`config.mk`:
```
export PLATFORM = sky130hd
export DESIGN_NAME = tmu_perfsnap
export DESIGN_NICKNAME = d
export VERILOG_FILES = /design/src/rtl/tmu_perfsnap.sv
export SDC_FILE = /design/constraint.sdc
export NUM_CORES = 1
export LEC_CHECK = 0
export BUFFER_PORTS_ARGS = -buffer_cell sky130_fd_sc_hd__clkbuf_2
export CAP_MARGIN = 20
export CORE_AREA = 2 2 158 160
export DETAILED_ROUTE_END_ITERATION = 16
export DIE_AREA = 0 0 160 162
export GPL_ROUTABILITY_DRIVEN = 0
export PLACE_DENSITY = 0.77
export SYNTH_ARGS = -nofsm -noshare
export SYNTH_HDL_FRONTEND = slang
export SYNTH_SLANG_ARGS = --single-unit
```
`constraint.sdc`:
```
create_clock -name sys_clk -period 4.1 [get_ports sys_clk]
set_clock_uncertainty 0.15 [all_clocks]
set_input_delay 0.41 -clock sys_clk [delete_from_list [all_inputs] [get_ports sys_clk]]
set_output_delay 0.41 -clock sys_clk [all_outputs]
set_load 0.03 [all_outputs]
```
`src/rtl/tmu_perfsnap.sv`:
```
// ---------------------------------------------------------------------------
// tmu_perfsnap
//   Takes a snapshot of the seven live TMU performance counters into shadow
//   registers once per completed run. Software reads the shadows and the
//   status through a CSR bank while the next run is counting. irq pulses for
//   one cycle after each capture.
//
//   A run is detected from the start pulse and the busy falling edge. One
//   settle cycle lets the final counter increments land before the capture.
//   A start that arrives before the capture aborts the current run: abort_cnt
//   counts up and no capture is taken.
//
//   Optional build macro: TMU_PERFSNAP_ACCUM_EN adds 64-bit accumulators for
//   clocks and pixels (CSR 9..12). A status write with bit1 set clears them.
//
// Ports
//   sys_clk, sys_rst_n    clock, synchronous active-low reset
//   start, busy           run start pulse and TMU busy
//   perf_*                live 32-bit counter values
//   csr_a/we/di           CSR address, write strobe, write data
//   csr_do                registered CSR read data (0 when not selected)
//   irq                   one-cycle pulse on the cycle after a capture
//
// CSR map (word index csr_a[3:0], bank csr_a[13:10] == csr_addr)
//   0     status/ctrl: R {run_cnt[15:8], overrun[2], running[1], valid[0]}
//                      W bit0 clear valid, bit2 clear overrun, bit1 clear acc
//   1..7  shadow pixels, clocks, stall1, complete1, stall2, complete2, misses
//   8     abort_cnt (16-bit, saturating)
//   9..12 acc_clocks lo/hi, acc_pixels lo/hi (0 without the macro)
// ---------------------------------------------------------------------------
module tmu_perfsnap #(
   parameter logic [3:0] csr_addr = 4'h0
) (
   input  logic        sys_clk,
   input  logic        sys_rst_n,
   input  logic        start,
   input  logic        busy,
   input  logic [31:0] perf_pixels,
   input  logic [31:0] perf_clocks,
   input  logic [31:0] perf_stall1,
   input  logic [31:0] perf_complete1,
   input  logic [31:0] perf_stall2,
   input  logic [31:0] perf_complete2,
   input  logic [31:0] perf_misses,
   input  logic [13:0] csr_a,
   input  logic        csr_we,
   input  logic [31:0] csr_di,
   output logic [31:0] csr_do,
   output logic        irq
);

   localparam int NUM_CNT = 7;

   typedef enum logic [1:0] {
      IDLE    = 2'd0,
      RUN     = 2'd1,
      SETTLE  = 2'd2,
      CAPTURE = 2'd3
   } state_t;

   state_t state, state_nxt;

   logic                          busy_r;
   logic                          capture;
   logic                          abort_evt;
   logic [NUM_CNT-1:0][31:0]      live;
   logic [NUM_CNT-1:0][31:0]      shadow;
   logic [7:0]                    run_cnt;
   logic [15:0]                   abort_cnt;
   logic                          valid;
   logic                          overrun;

   logic                          csr_sel;
   logic [3:0]                    csr_idx;
   logic [2:0]                    sh_idx;
   logic                          st_wr;
   logic                          clr_valid;
   logic                          clr_ovr;
   logic [31:0]                   rd_data;

   // Entry 0 is pixels, matching CSR word 1.
   assign live = {perf_misses, perf_complete2, perf_stall2, perf_complete1,
                  perf_stall1, perf_clocks, perf_pixels};

   // ------------------------------------------------------------------------
   // Run sequencing
   // ------------------------------------------------------------------------
   always_comb begin
      state_nxt = state;
      capture   = 1'b0;
      abort_evt = 1'b0;
      case (state)
         IDLE: begin
            if (start) state_nxt = RUN;
         end
         RUN: begin
            // A restart counts as an abort and takes priority over the fall.
            if (start) begin
               abort_evt = 1'b1;
            end else if (busy_r && !busy) begin
               state_nxt = SETTLE;
            end
         end
         SETTLE: begin
            if (start) begin
               abort_evt = 1'b1;
               state_nxt = RUN;
            end else begin
               state_nxt = CAPTURE;
            end
         end
         CAPTURE: begin
            // The capture always completes. A start here begins the next run.
            capture   = 1'b1;
            state_nxt = start ? RUN : IDLE;
         end
         default: state_nxt = IDLE;
      endcase
   end

   always_ff @(posedge sys_clk) begin
      if (!sys_rst_n) begin
         state  <= IDLE;
         busy_r <= 1'b0;
         irq    <= 1'b0;
      end else begin
         state  <= state_nxt;
         busy_r <= busy;
         irq    <= capture;
      end
   end

   // ------------------------------------------------------------------------
   // CSR decode
   // ------------------------------------------------------------------------
   assign csr_sel   = (csr_a[13:10] == csr_addr);
   assign csr_idx   = csr_a[3:0];
   assign sh_idx    = csr_idx[2:0] - 3'd1;   // words 1..7 map to shadows 0..6
   assign st_wr     = csr_sel && csr_we && (csr_idx == 4'd0);
   assign clr_valid = st_wr && csr_di[0];
   assign clr_ovr   = st_wr && csr_di[2];

   // ------------------------------------------------------------------------
   // Shadows and status
   // ------------------------------------------------------------------------
   always_ff @(posedge sys_clk) begin
      if (!sys_rst_n) begin
         shadow    <= '0;
         run_cnt   <= '0;
         abort_cnt <= '0;
         valid     <= 1'b0;
         overrun   <= 1'b0;
      end else begin
         if (capture) begin
            for (int i = 0; i < NUM_CNT; i++) shadow[i] <= live[i];
            run_cnt <= run_cnt + 8'd1;
         end
         if (abort_evt && (abort_cnt != 16'hFFFF))
            abort_cnt <= abort_cnt + 16'd1;
         // A capture sets valid even when software clears it in that cycle.
         // overrun is set from valid as it was before any clear.
         valid   <= capture | (valid & ~clr_valid);
         overrun <= (overrun & ~clr_ovr) | (capture & valid);
      end
   end

`ifdef TMU_PERFSNAP_ACCUM_EN
   logic [63:0] acc_clocks;
   logic [63:0] acc_pixels;
   logic        clr_acc;

   assign clr_acc = st_wr && csr_di[1];

   // A clear wins over a capture in the same cycle.
   always_ff @(posedge sys_clk) begin
      if (!sys_rst_n || clr_acc) begin
         acc_clocks <= '0;
         acc_pixels <= '0;
      end else if (capture) begin
         acc_clocks <= acc_clocks + {32'd0, perf_clocks};
         acc_pixels <= acc_pixels + {32'd0, perf_pixels};
      end
   end
`endif

   // ------------------------------------------------------------------------
   // Read path
   // ------------------------------------------------------------------------
   always_comb begin
      rd_data = '0;
      if (csr_sel) begin
         case (csr_idx)
            4'd0: rd_data = {16'd0, run_cnt, 5'd0, overrun,
                             (state != IDLE), valid};
            4'd1, 4'd2, 4'd3, 4'd4, 4'd5, 4'd6, 4'd7:
                  rd_data = shadow[sh_idx];
            4'd8: rd_data = {16'd0, abort_cnt};
`ifdef TMU_PERFSNAP_ACCUM_EN
            4'd9:  rd_data = acc_clocks[31:0];
            4'd10: rd_data = acc_clocks[63:32];
            4'd11: rd_data = acc_pixels[31:0];
            4'd12: rd_data = acc_pixels[63:32];
`endif
            default: rd_data = '0;
         endcase
      end
   end

   always_ff @(posedge sys_clk) begin
      if (!sys_rst_n) csr_do <= '0;
      else            csr_do <= rd_data;
   end

   // Address and data bits outside the decoded fields.
   logic unused_bits;
   assign unused_bits = &{1'b0, csr_a[9:4], csr_di[31:3], csr_di[1]};

endmodule

```
==> summary.txt, run 1 <==
STA
  • Worst Max-Slew Pin Slew: 0.9057 ns
  • Setup Viol. Count Final: 0
  • Final period util: 0.6332
  • Final Hold Vio Count: 0
  • Slew HR: 0.3962
  • Max-slew violations: 0
  • RSZ-0062 raised after global routing: false
  • Total negative slack: 0 ns
  • Tmin final: 2.596 ns
  • Fmax: ~390 MHz

Floorplan
  • Starting Density: 0.4973
  • Die ar.: 25,920 um^2
  • I/O pin total: 308
  • Die width: 160 um
  • Site Rows: 57
  • Die H: 162 um
  • Placeable Area: 24,110 um^2

Route
  • Routed vias/inst: roughly 5.5
  • Violation count after the first detailed-route iteration: about 1,100
  • Drt first pass iters: 6
  • Routed Antenna Nets: 0
  • WL/cell: 19.15 um
  • Detailed Route WL: 38,570 um
  • Via count: about 11,000
  • # DRC: 0

Global route
  • GRT met2 Usage: 0.5057
  • Global-route wire length before repair: about 60,000 um
  • Global route overflow: 0
  • Pin count of the biggest net entering global routing: about 120
  • Met1 usage: 0.3631
  • Met3 usage: 0.04418
  • Initial antenna violation count: 4
  • GRT busiest layer: met2
  • Number of global-route vias before repair: 11,396
  • Gr usage total: 0.2893

CTS
  • CTS tree: yes
  • Max Root-Sink Buffers: 3
  • Sink Count: 286
  • Total CTS buffers: 30
  • Clock root buffer: clkbuf_16
  • Clk_lat worst skew: 0.54 ns
  • CTS H-tree lvls: 1
  • Clock transition at the registers of the reported paths: ~0.06 ns

Placement
  • Post-DP HPWL: approximately 22,000 um
  • Cells after DPL: 1,735
  • IO buf count: 271

Critical path
  • R2r endpoint: abort_cnt[12]
  • R2R cell count: 7
  • Critical Setup Path Class: in2reg
  • CP startpoint kind: primary input
  • R2r startpoint: state[0]
  • Crit-path leading delay family: buffers and inverters
  • WP data arrival: 2.88 ns
  • Worst Path Buf+Inv: 4
  • FF-to-FF setup slack: 1.71 ns
  • Crit path max fanout: 15
  • Crit path largest cell delay: 0.54 ns
  • Most frequent cell on the critical path: buf_4
  • Slowest cell on crit path: nor2_2
  • Crit end category: register
  • WP data required: 4.38 ns
  • Worst path cell trace: buf_4 > inv_1 > ha_2 > xor2_4 > nor2_2 > buf_4 > buf_4 > a221oi_1 > nor3_1

Layout
  • Cell Count, Final, Fillers Out: 2,014
  • Layout cell share with drive strength beyond 1: 0.2140
  • Nets: 1,951
  • Commonest non-fill, non-tap cell in the layout: dfxtp_1
  • Most frequent cells in the layout: dfxtp_1, clkbuf_2, nor2_1
  • Synth-to-Final Area Change: 40.46%

Synth
  • Mapped Cells: approximately 1,200
  • Post-Synth Simple-Gate Area: 0.1570
  • Post-Syn Nets: 1,503
  • YS warnings: 0
  • Combinational family with the most area after synthesis: multiplexers
  • Compound-gate portion of the synthesized area: 0.05908
  • Top FF cell, synth: dfxtp_1
  • Multiplexer area fraction after synthesis: 0.2463
  • Number of flops mapped to enable cells by yosys: 0
  • Synth Area per Inst: 9.850 um^2
  • Syn Std Cell Area: 11,990 um^2
  • FF+latch count, synth: 286
  • FFs w/ async S/R, synth: 0
  • Xor-xnor portion of the synthesized cell area: 0.01305
  • Yosys cell types: 46
  • Sequential share of the synthesized area: 0.4776
  • Post-Synth Adder-Cell Area: 0.01148

Worst hold path
  • Hold Startpoint: perf_pixels[25]
  • Min-Delay Path Depth: 3
  • Hold EP: shadow[25]
  • Hold Path Class: in2reg

Power and ir drop
  • Pwr Density: 427.4 nW/um^2
  • Peak VDD IR: slightly above 400 uV
  • Leak: around 6.6 nW

Status
  • Status: finished clean

Run
  • Maxcap violations: 0
==> layer usage <==
metal	up-vias	share of wire
met5	-	0.00034
met4	2	0.033
met3	104	0.068
met2	494	0.49
met1	5327	0.41
li1	5121	-
==> cell families (layout without fill, tap and decap cells) <==
group,after synthesis,after routing
flops,286,286
buf+inv,99,569
compound gates,90,90
mux,265,265
fa+ha+maj,11,11
xor+xnor,17,17
other cells,0,3
simple gates,449,449
==> power breakdown <==
part,switching (mW),internal (mW)
logic,0.643,0.620
registers,0.119,2.96
clock network,1.12,1.74
total,1.88,5.32
==> metrics by stage <==
| step | setup WS, ns | util | power (mW) | instance area (um^2) | hold slack [ns] |
|---|---|---|---|---|---|
| after floorplan | 1.284 | - | 3.839 | 11990 | 0.3046 |
| after global placement | 1.029 | 0.5631 | 4.141 | 13570 | 0.3170 |
| after detailed placement | 0.9883 | 0.5631 | 4.173 | 13570 | 0.3308 |
| after CTS | 1.544 | 0.6978 | 7.168 | 16820 | 0.00002970 |
| after global routing | 1.279 | 0.6985 | 7.468 | 16840 | 0.01262 |
| final | 1.504 | 0.6985 | 7.197 | 16840 | 0.01461 |
==> flip-flops by register name, summed over array words and instances, names as in the netlist <==
register and cells:
busy_r 1, csr_do 32, overrun 1, shadow 224, irq 1, run_cnt 8, state 2, abort_cnt 16
valid 1
==> worst max-delay path by stage <==
stage / cells past startpoint / to / from
global route: 9 / csr_do[23] / csr_a[0]
detailed placement: 10 / csr_do[27] / csr_a[0]
global placement: 10 / csr_do[25] / csr_a[0]
finish: 9 / csr_do[23] / csr_a[0]
floorplan: 10 / csr_do[19] / csr_a[0]
CTS: 10 / csr_do[27] / csr_a[0]
==> synth_stat cells, drive strengths merged (12+ instances only) <==
cell type / instances / share of area
dfxtp: 286 / 0.48
nor2: 252 / 0.079
mux2i: 241 / 0.20
nand2: 112 / 0.035
clkbuf: 52 / 0.016
buf: 38 / 0.016
a221oi: 24 / 0.018
mux4: 24 / 0.045
nor2b: 20 / 0.010
nor3: 18 / 0.0075
nand3: 16 / 0.0067
a22oi: 12 / 0.0075
==> layout make-up <==
class,instances,area [um^2]
diodes,3,7.507
clock buffers,46,892.1
clock inverters,8,142.6
fillers,1719,7268
inverters,9,38.79
multi-input cells,832,5884
flip-flops and latches,286,5725
well taps,324,405.4
repair buffers,506,3741
==> what timing repair did <==
| action | 4_1_cts | 5_1_grt |
|---|---|---|
| setup buffers | 0 | 0 |
| hold endpoints to repair | 221 | 1 |
| gates resized for setup | 0 | 0 |
| hold buffers | 221 | 1 |
==> worst min-delay path: cells and delay by family <==
kind / cells / cell delay [ns]
mux: 1 / 0.06
simple gates: 1 / 0.10
buf+inv: 1 / 0.08
(Power assumes the default switching activity.)
==> inputs of run 2 (changes only) <==
- clock period: 4.1 -> 2.55 ns (I/O delays scaled with it)
==> run 2 against run 1 <==
  * First-iteration DRC count down 30%
  * Sequential share of layout area decreased by 0.44 points
  * Combinational power up 67%
  * Non-clock buffer count increased by 26
  * Global-route usage is 0.47 points higher
  * Critical path depth decreased by 2
  * Via count shrank 0.56%
  * Die area stayed put
  * Clock power up 50%
  * Wire length increased by 1.6%
  * Critical endpoint is now abort_cnt[15]
  * Largest power group unchanged
==> summary.txt, run 2 (synthesis gave the netlist of run 1 again) <==
Layout
  • Synth-to-Final Area Change: 42.28%
  • Most frequent cells in the layout: dfxtp_1, clkbuf_2, nor2_1
  • Commonest non-fill, non-tap cell in the layout: dfxtp_1
  • Top reg by flops: shadow
  • Nets: 1,977
  • Regs by FF count: shadow x224, csr_do x32, abort_cnt x16
  • Max reg flops: 224
  • Layout cell share with drive strength beyond 1: 0.2221

Worst hold path
  • Hold Path Class: in2reg
  • Hold EP: csr_do[3]
  • Hold Startpoint: csr_a[3]
  • Min-Delay Path Depth: 5

CTS
  • CTS tree: yes
  • Clock root buffer: clkbuf_16
  • Clock transition at the registers of the reported paths: 0.06 ns
  • Total CTS buffers: 30
  • Sink Count: 286
  • PostCTS Resize Cnt: 0
  • Max Root-Sink Buffers: 3
  • Clk_lat worst skew: 0.54 ns
  • CTS H-tree lvls: 1

Critical path
  • Critical Setup Path Class: reg2reg
  • WP data arrival: 2.50 ns
  • Crit path largest cell delay: 0.49 ns
  • Worst Path Buf+Inv: 1
  • R2R cell count: 7
  • Slowest cell on crit path: nor3b_1
  • Crit path max fanout: 9
  • WP data required: between 2 and 3 ns
  • R2r startpoint: state[1]
  • Crit-path leading delay family: simple AND/OR/NAND/NOR gates
  • Worst path cell trace: inv_1 > ha_1 > nand2_1 > nor3b_1 > nand4b_1 > xor2_1 > nor2_1
  • CP startpoint kind: register
  • Crit end category: register
  • R2r endpoint: abort_cnt[15]
  • FF-to-FF setup slack: 0.31 ns

STA
  • Max-slew violations: 0
  • Worst Max-Slew Pin Slew: around 0.81 ns
  • Slew HR: 0.4612
  • Fmax: 445.8 MHz
  • Tmin final: 2.243 ns
  • Total negative slack: 0 ns
  • RSZ-0062 raised after global routing: false
  • Setup Viol. Count Final: 0
  • Final Hold Vio Count: 0
  • Final period util: 0.8796

Global route
  • Gr usage total: 0.2940
  • Initial antenna violation count: 4
  • Number of global-route vias before repair: between 10,000 and 15,000
  • Global route overflow: 0
  • Global-route wire length before repair: 60,950 um
  • Pin count of the biggest net entering global routing: slightly above 90

Floorplan
  • Die width: 160 um
  • Starting Density: 0.4973
  • I/O pin total: 308
  • Die ar.: 25,920 um^2
  • Die H: approximately 160 um
  • Site Rows: 57
  • Placeable Area: 24,110 um^2

Route
  • Via count: 10,986
  • WL/cell: 19.21 um
  • Violation count after the first detailed-route iteration: 767
  • Routed vias/inst: 5.385
  • Routed Antenna Nets: 0
  • Detailed Route WL: about 39,000 um
  • Drt first pass iters: 5
  • # DRC: 0

Power and ir drop
  • Leak: 6.746 nW
  • PnR Total Power: 11.36 mW
  • Pwr Density: around 670 nW/um^2
  • Peak VDD IR: 523.5 uV

Placement
  • Post-DP HPWL: 22,850 um
  • IO buf count: 271

Run
  • Maxcap violations: 0

Status
  • Status: finished clean
run 2: changes by cell type in the layout (fill, tap and decap cells not counted), sizes merged, moves of 2 or more:
cell / previous run / this run
clkinv: 4 / 8
diode: 3 / 5
dlygate4sd3: 222 / 230
clkbuf: 316 / 312
bufinv: 4 / 2
buf: 14 / 32
run 2: worst register-to-register path, delay by kind of cell, from the launching register on:
kind,cells,cell delay [ns]
xor gates and xnor gates,1,0.16
adders and majority gates,1,0.28
DFF,1,0.47
buffers and inverters,1,0.12
and+or+nand+nor,4,0.95
run 2: per-stage QoR:
stage	instances	instance area, um^2	setup WS, ns	utilization	hold slack (ns)
after detailed placement	1753	13770	0.1256	0.5713	0.3275
after CTS	2035	17040	0.3358	0.7070	0.004816
after floorplan	1217	11990	0.01619	-	0.2211
after global routing	2039	17050	0.1367	0.7075	0.07704
after global placement	1753	13770	0.1378	0.5713	0.3172
final	2040	17060	0.3070	0.7076	0.03158
run 2: final cells by class:
class | instances | area (um^2)
Clock buffer | 42 | 867.1
Multi-Input combinational cell | 832 | 5884
Antenna cell | 5 | 12.51
Clock inverter | 10 | 103.9
Tap cell | 324 | 405.4
Timing Repair Buffer | 532 | 4019
Inverter | 9 | 38.79
Sequential cell | 286 | 5725
Fill cell | 1668 | 7049
run 2: worst max-delay path by stage:
stage             start       endpoint  cells past startpoint
4_1_cts        state[0]  abort_cnt[15]                      7
5_1_grt        state[1]  abort_cnt[15]                      7
3_3_place_gp   csr_a[1]      csr_do[7]                      7
2_1_floorplan  csr_a[0]     csr_do[19]                     10
6_report       state[1]  abort_cnt[15]                      7
3_5_place_dp   csr_a[1]      csr_do[7]                      7
run 2: layer usage:
metal | global-route usage | up-vias | share of wire
met1 | 0.3636 | 5256 | 0.41
met3 | 0.04775 | 109 | 0.061
met2 | 0.5155 | 457 | 0.49
li1 | - | 5164 | -
met5 | 0 | - | 0
met4 | 0.1159 | 0 | 0.037
run 2: timing repair:
| action | in CTS | in global routing |
|---|---|---|
| setup buffers | 0 | 0 |
| hold buffers | 230 | 0 |
| endpoints found under the hold margin | 231 | 0 |
run 2: report_power, final:
| group | switching [mW] | total (mW) | internal [mW] |
|---|---|---|---|
| logic | 1.06 | 2.11 | 1.04 |
| clock network | 1.74 | 4.29 | 2.55 |
| registers | 0.196 | 4.95 | 4.76 |
| total | 3.00 | 11.4 | 8.35 |
==> inputs of run 3 (changes only) <==
- MAX_ROUTING_LAYER: unset -> met4
==> run 3 against run 2 <==
  * Design area did not move
  * Flip-flop and latch count stayed put
  * Global-route usage up 0.89 points
  * Hold slack better by 0.011 ns
  * Die area unchanged
  * First-iteration DRC count decreased by 4.0%
  * Clock power about the same
  * Final cell count did not move
  * Combinational power hardly changed
  * Setup slack improved by 0.014 ns
  * Critical path type unchanged
  * Largest cell class unchanged
==> summary.txt, run 3 (synthesis gave the netlist of run 1 again) <==
Status
  • Status: finished clean

Layout
  • Commonest non-fill, non-tap cell in the layout: dfxtp_1
  • Most frequent cells in the layout: dfxtp_1, clkbuf_2, nor2_1
  • Synth-to-Final Area Change: 42.28%
  • Layout cell share with drive strength beyond 1: 0.2221
  • Nets: 1,977
  • Top reg by flops: shadow
  • Max reg flops: 224
  • Regs by FF count: shadow x224, csr_do x32, abort_cnt x16
  • Cell Count, Final, Fillers Out: slightly above 2,000
  • Filler cell count: 1,668

Route
  • Via count: approximately 11,000
  • Routed Antenna Nets: 0
  • Routed vias/inst: 5.376
  • Drt first pass iters: 5
  • WL/cell: 19.16 um
  • Detailed Route WL: 39,090 um
  • # DRC: 0
  • Violation count after the first detailed-route iteration: 736

Floorplan
  • Die H: 162 um
  • Placeable Area: approximately 24,000 um^2
  • Die width: 160 um
  • Die ar.: 25,920 um^2
  • Starting Density: 0.4973
  • I/O pin total: 308
  • Site Rows: 57

CTS
  • CTS tree: yes
  • Clock transition at the registers of the reported paths: 0.06 ns
  • PostCTS Resize Cnt: 0
  • Setup bufs post-CTS: 0
  • Total CTS buffers: 30
  • CTS H-tree lvls: 1
  • Clk_lat worst skew: around 0.55 ns
  • Sink Count: 286
  • Max Root-Sink Buffers: 3
  • Clock root buffer: clkbuf_16

STA
  • Total negative slack: 0 ns
  • RSZ-0062 raised after global routing: false
  • Worst Max-Slew Pin Slew: 0.8277 ns
  • Slew HR: 0.4476
  • Final period util: 0.8743
  • Tmin final: 2.229 ns
  • Final Hold Vio Count: 0
  • Fmax: 448.5 MHz
  • Max-slew violations: 0
  • Setup Viol. Count Final: 0

Global route
  • Initial antenna violation count: 4
  • Number of global-route vias before repair: 11,400
  • Global-route wire length before repair: 60,950 um
  • Gr usage total: 0.3029
  • Pin count of the biggest net entering global routing: about 90
  • Global route overflow: 0

Critical path
  • Critical Setup Path Class: reg2reg
  • WP data arrival: 2.49 ns
  • FF-to-FF setup slack: 0.32 ns
  • WP data required: 2.81 ns
  • Crit end category: register
  • CP startpoint kind: register
  • Crit path max fanout: 9

Placement
  • Cells after DPL: 1,753
  • Post-DP HPWL: 22,850 um
  • IO buf count: roughly 270

Power and ir drop
  • Pwr Density: 665.6 nW/um^2
  • Leak: 6.746 nW
  • Peak VDD IR: 525.2 uV

Worst hold path
  • Hold Path Class: in2reg

Run
  • Maxcap violations: 0
## run 3: cell counts in the layout (fill, tap and decap cells not counted)
Identical to the previous run, type by type.
## run 3: routing by layer
layer	vias to the layer above	wire (um)	global-route usage
li1	5174	-	-
met1	5211	16180	0.3654
met2	479	19350	0.5183
met3	104	2200	0.04367
met4	0	1366	0.1126
met5	-	0	-
## run 3: report_power, final
group | internal [mW] | total [mW] | switching [mW]
registers | 4.76 | 4.95 | 0.196
clock network | 2.55 | 4.29 | 1.74
logic | 1.04 | 2.11 | 1.07
total | 8.35 | 11.4 | 3.00
## run 3: critical path, stage by stage, from the launching register on
cell and delay, ns:
dfxtp_1 0.45, inv_1 0.12, ha_1 0.29, nand2_1 0.21, nor3b_1 0.49, nand4b_1 0.18, xor2_1 0.16, nor2_1 0.05
## run 3: final timing paths
path / start / to / cells past startpoint
setup reg to reg: state[0] / abort_cnt[15] / 7
setup / recovery: state[0] / abort_cnt[15] / 7
hold / removal: csr_a[3] / csr_do[7] / 5
hold reg to reg: shadow[21] / shadow[21] / 2
## run 3: metrics by stage
stage               area, um^2  setup slack [ns]  power (mW)  hold WS (ns)    util
floorplan                11990           0.01619       6.173        0.2211       -
global placement         13770            0.1378       6.710        0.3172  0.5713
detailed placement       13770            0.1256       6.768        0.3275  0.5713
CTS                      17040            0.3358       11.32      0.004816  0.7070
global route             17050            0.1365       11.80       0.07702  0.7075
finish                   17060            0.3206       11.35       0.04223  0.7076
## run 3: final cells by class
class | instances | area (um^2) | area share
Multi-Input combinational cell | 832 | 5884 | 0.3450
Sequential cell | 286 | 5725 | 0.3357
Timing Repair Buffer | 532 | 4019 | 0.2356
Clock buffer | 42 | 867.1 | 0.05084
Tap cell | 324 | 405.4 | 0.02377
Clock inverter | 10 | 103.9 | 0.006089
Inverter | 9 | 38.79 | 0.002274
Antenna cell | 5 | 12.51 | 0.0007336
## run 3: timing repair
action | CTS | global route
endpoints found under the hold margin | 231 | 0
hold buffers | 230 | 0
setup endpoints to repair | 0 | 0
